<file path="src/rtl/game_timer.sv">
// game_timer: play-time prescaler/counter feeding the level sequencer, plus a
// synchronized and debounced menu button that yields a one-cycle userSel pulse.
// Optional build macro GAME_TIMER_PAUSE_EN adds a 'pause' input that freezes
// the timer while playing; without it the timer behaves as if pause were 0.
module game_timer #(
  parameter int CLK_DIV      = 1250000,
  parameter int TIME_W       = 11,
  parameter int DEBOUNCE_CYC = 500000
) (
  input  logic              clk,
  input  logic              reset,
  input  logic              btn_raw,
  input  logic              run,
  input  logic              playerDied,
`ifdef GAME_TIMER_PAUSE_EN
  input  logic              pause,
`endif
  output logic [TIME_W-1:0] game_time,
  output logic              slowClk,
  output logic              userSel
);

  localparam int PW = (CLK_DIV > 1) ? $clog2(CLK_DIV) : 1;
  localparam int DW = (DEBOUNCE_CYC > 0) ? $clog2(DEBOUNCE_CYC + 1) : 1;
  localparam logic [PW-1:0] PRESC_MAX = PW'(CLK_DIV - 1);
  localparam logic [DW-1:0] DB_MAX    = DW'(DEBOUNCE_CYC - 1);

  logic [PW-1:0] presc;
  logic          btn_sync_p0;
  logic          btn_sync_p1;
  logic [DW-1:0] db_cnt;
  logic          btn_db;
  logic          btn_db_d;
  logic          pause_hold;

`ifdef GAME_TIMER_PAUSE_EN
  assign pause_hold = pause;
`else
  assign pause_hold = 1'b0;
`endif

  // Saturating increment: the play time sticks at all-ones instead of wrapping.
  function automatic logic [TIME_W-1:0] sat_inc(input logic [TIME_W-1:0] v);
    if (v == {TIME_W{1'b1}})
      return v;
    else
      return v + TIME_W'(1);
  endfunction

  // Timer: clear outranks pause, pause outranks counting.
  always_ff @(posedge clk or negedge reset) begin
    if (!reset) begin
      presc     <= '0;
      game_time <= '0;
      slowClk   <= 1'b0;
    end else if (playerDied || !run) begin
      presc     <= '0;
      game_time <= '0;
      slowClk   <= 1'b0;
    end else if (pause_hold) begin
      slowClk   <= 1'b0;
    end else if (presc == PRESC_MAX) begin
      presc     <= '0;
      game_time <= sat_inc(game_time);
      slowClk   <= 1'b1;
    end else begin
      presc     <= presc + PW'(1);
      slowClk   <= 1'b0;
    end
  end

  // Two-flop synchronizer for the asynchronous button input.
  always_ff @(posedge clk or negedge reset) begin
    if (!reset) begin
      btn_sync_p0 <= 1'b0;
      btn_sync_p1 <= 1'b0;
    end else begin
      btn_sync_p0 <= btn_raw;
      btn_sync_p1 <= btn_sync_p0;
    end
  end

  // Debounce: accept a new level only after it differs for DEBOUNCE_CYC cycles.
  always_ff @(posedge clk or negedge reset) begin
    if (!reset) begin
      db_cnt <= '0;
      btn_db <= 1'b0;
    end else if (btn_sync_p1 != btn_db) begin
      if (db_cnt == DB_MAX) begin
        btn_db <= btn_sync_p1;
        db_cnt <= '0;
      end else begin
        db_cnt <= db_cnt + DW'(1);
      end
    end else begin
      db_cnt <= '0;
    end
  end

  // Rising-edge detect on the debounced level, registered into a one-cycle pulse.
  always_ff @(posedge clk or negedge reset) begin
    if (!reset) begin
      btn_db_d <= 1'b0;
      userSel  <= 1'b0;
    end else begin
      btn_db_d <= btn_db;
      userSel  <= btn_db & ~btn_db_d;
    end
  end

endmodule

</file>
<file path="config.mk">
export PLATFORM = sky130hd
export DESIGN_NAME = game_timer
export DESIGN_NICKNAME = d
export VERILOG_FILES = /design/src/rtl/game_timer.sv
export SDC_FILE = /design/constraint.sdc
export NUM_CORES = 1
export LEC_CHECK = 0
export ABC_CLOCK_PERIOD_IN_PS = 3100
export CAP_MARGIN = 20
export CORE_ASPECT_RATIO = 1.2
export CORE_MARGIN = 5
export CORE_UTILIZATION = 30
export DETAILED_ROUTE_END_ITERATION = 10
export PLACE_DENSITY = 0.58
export SYNTH_ARGS = -nofsm -noshare
export SYNTH_HDL_FRONTEND = slang
export SYNTH_SLANG_ARGS = --single-unit
export TNS_END_PERCENT = 50
</file>
<file path="constraint.sdc">
create_clock -name clk -period 3.1 [get_ports clk]
set_input_delay 0.775 -clock clk [delete_from_list [all_inputs] [get_ports clk]]
set_output_delay 0.775 -clock clk [all_outputs]
set_load 0.005 [all_outputs]
</file>
Yosys cells after proc, flatten, opt, wreduce, memory -nomap -nowiden. Cells that the tools add are included. Widths: inputs -> output; s select.

Register bits: 57. Bits of input ports: 5. Output and inout port bits: 13. Word-level logic and storage cells: 33.

Add/subtract/negate cells: 3. Equality and inequality tests: 5. Mux-type cells: 9. Bitwise operators: 2. Reductions and logical operators: 5.

Operator list (number): $mux 21 (2); $mux 19 (2); $mux 11 (3); $add 21x1->21 const B (1); $eq 21x21->1 const B (1); $add 19x1->19 const B (1); $eq 19x19->1 const B (1); $add 11x1->11 const B (1); $eq 11x11->1 const B (1); $reduce_and 2->1 (2); $mux 1 (2); $ne 2x2->1 const B (1); $reduce_bool 2->1 (1); $and 1x1->1 (1); $logic_not 1->1 (1); $logic_or 1x1->1 (1); $ne 1x1->1 (1); $not 1->1 (1).

Longest topological paths before layout.
Word-level depth: 4. Mapped depth: 7. Mapped depth without buffers: 6.

Worst setup path before layout. Ideal clock, no wire load.

Path kind: register to register. From: reg presc[13]. To: reg game_time[9]. Setup time: 119 ps. Data arrival time: 1800 ps. Required time: 2981 ps. Slack: 1181 ps. Stages on the path, launching flop included: 6. Buffers on the path: 0. Clock period less this slack: 1919 ps. Path through: dfrtp_1 or4_4 nor4_4 nand4_2 o31a_1 o21a_1.

Longest elaborated chain between the ends: 3.

Ends and longest elaborated chain: start: declaration (RTL line 28) `logic [PW-1:0] presc;`; start signal: assignment (RTL line 67) `presc <= presc + PW'(1);`; $eq 21x21->1 (RTL line 62) `end else if (presc == PRESC_MAX) begin`; $reduce_bool 2->1 (no source line); $reduce_and 2->1 (no source line); end signal: assignment (RTL line 64) `game_time <= sat_inc(game_time);`; end: declaration (RTL line 18) `output logic [TIME_W-1:0] game_time,`.

No other way between the ends. A chain may end at the register's enable or synchronous reset.

Worst setup path after layout.
From: reg db_cnt[7]. To: reg db_cnt[16].

Longest elaborated chain between the ends: 3. Elaborated cells on any way between the ends: 4. Those cells by class: add/sub (1); eq/ne (1); mux (2).

Ends and longest elaborated chain: start: declaration (RTL line 31) `logic [DW-1:0] db_cnt;`; start signal: assignment (RTL line 93) `db_cnt <= db_cnt + DW'(1);`; $add 19x1->19 or $eq 19x19->1 (tied branches) (RTL line 93, 89); $mux 19 * (RTL line 89) `if (db_cnt == DB_MAX) begin`; $mux 19 * (RTL line 88) `end else if (btn_sync_p1 != btn_db) begin`.

Mark *: on every way between the ends. The rest lies on a longest branch, timed or not.

==> summary.md <==
| Metric | Value |
|---|---|
| Setup WS pre-CTS | `about 0.5 ns` |
| Fmax | `between 400 and 500 MHz` |
| Netlist cell types | `39` |
| Grt met2 use | `0.187` |
| HPWL Detailed | `around 3800 um` |
| DRT antenna net count | `0` |
| Area Growth Syn to Fin | `17.2%` |
| Total vias in the final route | `2028` |
| Vias in the first global route | `~2100` |
| Tightest Pin Transition | `0.778 ns` |
| Ys flop type | `dfrtp_1` |
| Hold Path Stages | `0` |
| Total Routing Usage GR | `0.111` |
| Mapped Cells | `278` |
| Max Transition Viols Final | `0` |
| Clock transition at path regs | `approximately 0.070 ns` |
| Filler cells | `956` |
| Register area | `0.00143 mm^2` |
| Internal reg-to-reg setup slack | `between 0.8 and 0.9 ns` |
| Asr flop ratio synth | `1.00` |
| IO Pins | `18` |
| Synth Area in XOR/XNOR | `0.117` |
| Synth Warn # | `0` |
| Post-Route WL | `5450 um` |
| Fin. Hold Viols | `0` |
| Most Used Layer, Global Route | `met2` |
| N_diodes | `0` |
| Commonest cells post-synth | `57 x dfrtp_1, 54 x nor2_1, 24 x nand2_1` |
| Drt wl/cell | `roughly 13 um` |
| R2r startpoint | `db_cnt[7]` |
| PD cells | `roughly 430 mW/mm^2` |
| Met1 usage | `0.129` |
| Number of CTS-inserted buffers | `9` |
| Top cell type's share of synthesized area | `0.516` |
| Clock Tree Root | `clkbuf_8` |
| RSZ-0062 raised after global routing | `false` |
| Die ar. | `around 0.011 mm^2` |
| CTS tree | `done` |
| Drt first pass iters | `4` |
| Hold Path Class | `register to register` |
| Clk Latency, worst-skew pair | `0.33 ns` |
| Final #Nets | `just over 300` |
| Data arrival, critical path | `about 2.4 ns` |
| Syn_nets | `between 200 and 300` |
| Die width | `slightly below 100 um` |
| RR Endpoint | `db_cnt[16]` |
| Maxcap violations | `0` |
| Peak VDD IR | `~180 uV` |
| Yosys reg bits | `57` |
| Ratio of cells with drive above 1 in the final layout | `0.0912` |
| Min-delay src | `btn_sync_p0` |
| Max clock buf depth | `2` |
| Hold_ws | `~0.34 ns` |
| Worst setup margin | `around 0.86 ns` |
| Multiplexer share of the synthesized area | `0.0113` |
| Crit path kind | `register to register` |
| Clk_skew | `approximately 0.0087 ns` |
| Overflow after GRT | `0` |
| Largest net degree at the start of global routing | `30` |
| GR Util met3 | `0.0352` |
| Placer Congestion | `about 0.75` |
| Post-CTS Setup Inserts | `0` |
| Setup crit end kind | `register` |
| CP startpoint kind | `register` |
| Final non-filler cell area | `0.00324 mm^2` |
| Lkg Pwr | `between 1 and 1.5 nW` |
| CP max FO | `18` |
| Most frequent cell after synthesis | `dfrtp_1` |
| Area leader, netlist | `dfrtp_1` |
| Num rows | `38` |
| Main combinational cell family by area after synthesis | `simple AND/OR/NAND/NOR gates` |
| Vias/cell | `roughly 4.7` |
| PostCTS Resize Cnt | `0` |
| Sequential area share after synthesis | `0.516` |
| # H-tree levels | `3` |
| Period utilization | `0.721` |
| Compound-Gate Fraction of Synth Area | `0.0326` |
| Post-synth EDFFs | `0` |
| Core Region | `approximately 0.009 mm^2` |
| Setup TNS | `0 ns` |
| Dpl cell area | `0.00307 mm^2` |
| Largest cells by area after synthesis | `dfrtp_1 52%, nor2_1 7.3%, xor2_1 7.0%, xnor2_1 4.8%, nand2_1 3.3%` |
| Synthesized-area fraction occupied by adder cells | `0.0136` |
| Die Span Y | `between 100 and 150 um` |
| Drt initial violations | `61` |
| Multi-input logic area | `0.00129 mm^2` |
| Worst slew margin | `0.477` |
| Port bufs | `17` |
| Initial antenna violation count | `0` |
| Simple-Gate Fraction of Synth Area | `0.292` |
| Residual DRC | `0` |
| Initial Util | `0.306` |
| CTS sink cnt | `57` |
| Final setup vio count | `0` |
| R2R cell count | `4` |
| Hold endpoint | `btn_sync_p1` |
| Worst EP required | `between 3 and 4 ns` |
| Hold-fix buffers at CTS | `0` |
| Synthesized area | `0.00276 mm^2` |
| Period minus WS final | `between 2 and 2.5 ns` |
| First-pass GRT wire length | `approximately 10000 um` |
| Mean cell area of the mapped netlist | `around 9.9 um^2` |
| Status | `finished clean` |
## worst max-delay path, cell delays in order, from the launching register on
cell and delay, ns:
dfrtp_1 0.44, or4b_1 0.53, nor4_1 0.43, or2_1 0.58
nor2_1 0.12
## through the flow
stage                     utilization  instances  total power, mW
final                           0.359        427             1.41
after floorplan                     -        278            0.786
after CTS                       0.359        427             1.43
after global routing            0.359        427             1.47
after global placement          0.339        411            0.812
after detailed placement        0.339        411            0.812
## area by class of cell
type | instances | area share
sequential | 57 | 0.440
clock inverter | 5 | 0.00966
multi-input combinational | 210 | 0.399
clock buffer | 11 | 0.0436
tap | 120 | 0.0463
timing repair buffer | 19 | 0.0556
inverter | 5 | 0.00579
## where the power goes
part	internal, mW	switching (mW)
clock network	0.309	0.301
registers	0.749	0.00521
logic	0.0112	0.0304
total	1.07	0.336
## worst max-delay path by stage
stage,start,to,cells after the start
after floorplan,presc[13],game_time[9],5
final,db_cnt[7],db_cnt[16],4
after global placement,run,presc[16],4
after detailed placement,run,presc[14],4
after global routing,db_cnt[7],db_cnt[10],4
after CTS,db_cnt[7],db_cnt[16],4
## metal layers
metal | vias to the layer above | share of wire
met5 | - | 0
met4 | 0 | 0.0097
met3 | 4 | 0.026
met2 | 19 | 0.51
met1 | 1003 | 0.45
li1 | 1002 | -
## placed cells by master (no fill, tap or decap), types with 2 or more instances in the layout
| cell | n |
|---|---|
| nor4_4 | 2 |
| clkinv_2 | 3 |
| and4_1 | 3 |
| nor4_1 | 5 |
| nand3_1 | 16 |
| o31a_1 | 2 |
| nand4_1 | 11 |
| mux2i_1 | 2 |
| nand2_1 | 24 |
| dfrtp_1 | 57 |
| ha_1 | 3 |
| and3_1 | 3 |
| nor2_1 | 54 |
| or3_1 | 7 |
| buf_4 | 2 |
| o21ai_0 | 5 |
| xnor2_1 | 15 |
| nand3_2 | 2 |
| nor2b_1 | 2 |
| nand2b_1 | 3 |
| inv_1 | 5 |
| clkdlybuf4s50_1 | 16 |
| o21a_1 | 3 |
| clkbuf_8 | 10 |
| xor2_1 | 22 |
| nor4b_1 | 2 |
| a21oi_1 | 5 |
| nor3_1 | 7 |
## flip-flops by register name, indices dropped and copies added, names as in the netlist
name,count
presc,21
userSel,1
btn_sync_p1,1
btn_db_d,1
game_time,11
db_cnt,19
slowClk,1
btn_sync_p0,1
btn_db,1
## kinds of logic (layout without fill, tap and decap cells)
group | count (synthesis) | after routing
AO/OA/AOI/OAI | 15 | 15
XOR/XNOR | 37 | 37
adder cells (fa/ha/maj) | 3 | 3
buffers and inverters | 11 | 40
flip-flops | 57 | 57
multiplexers | 3 | 3
AND/OR/NAND/NOR | 152 | 152
(Power assumes the default switching activity.)
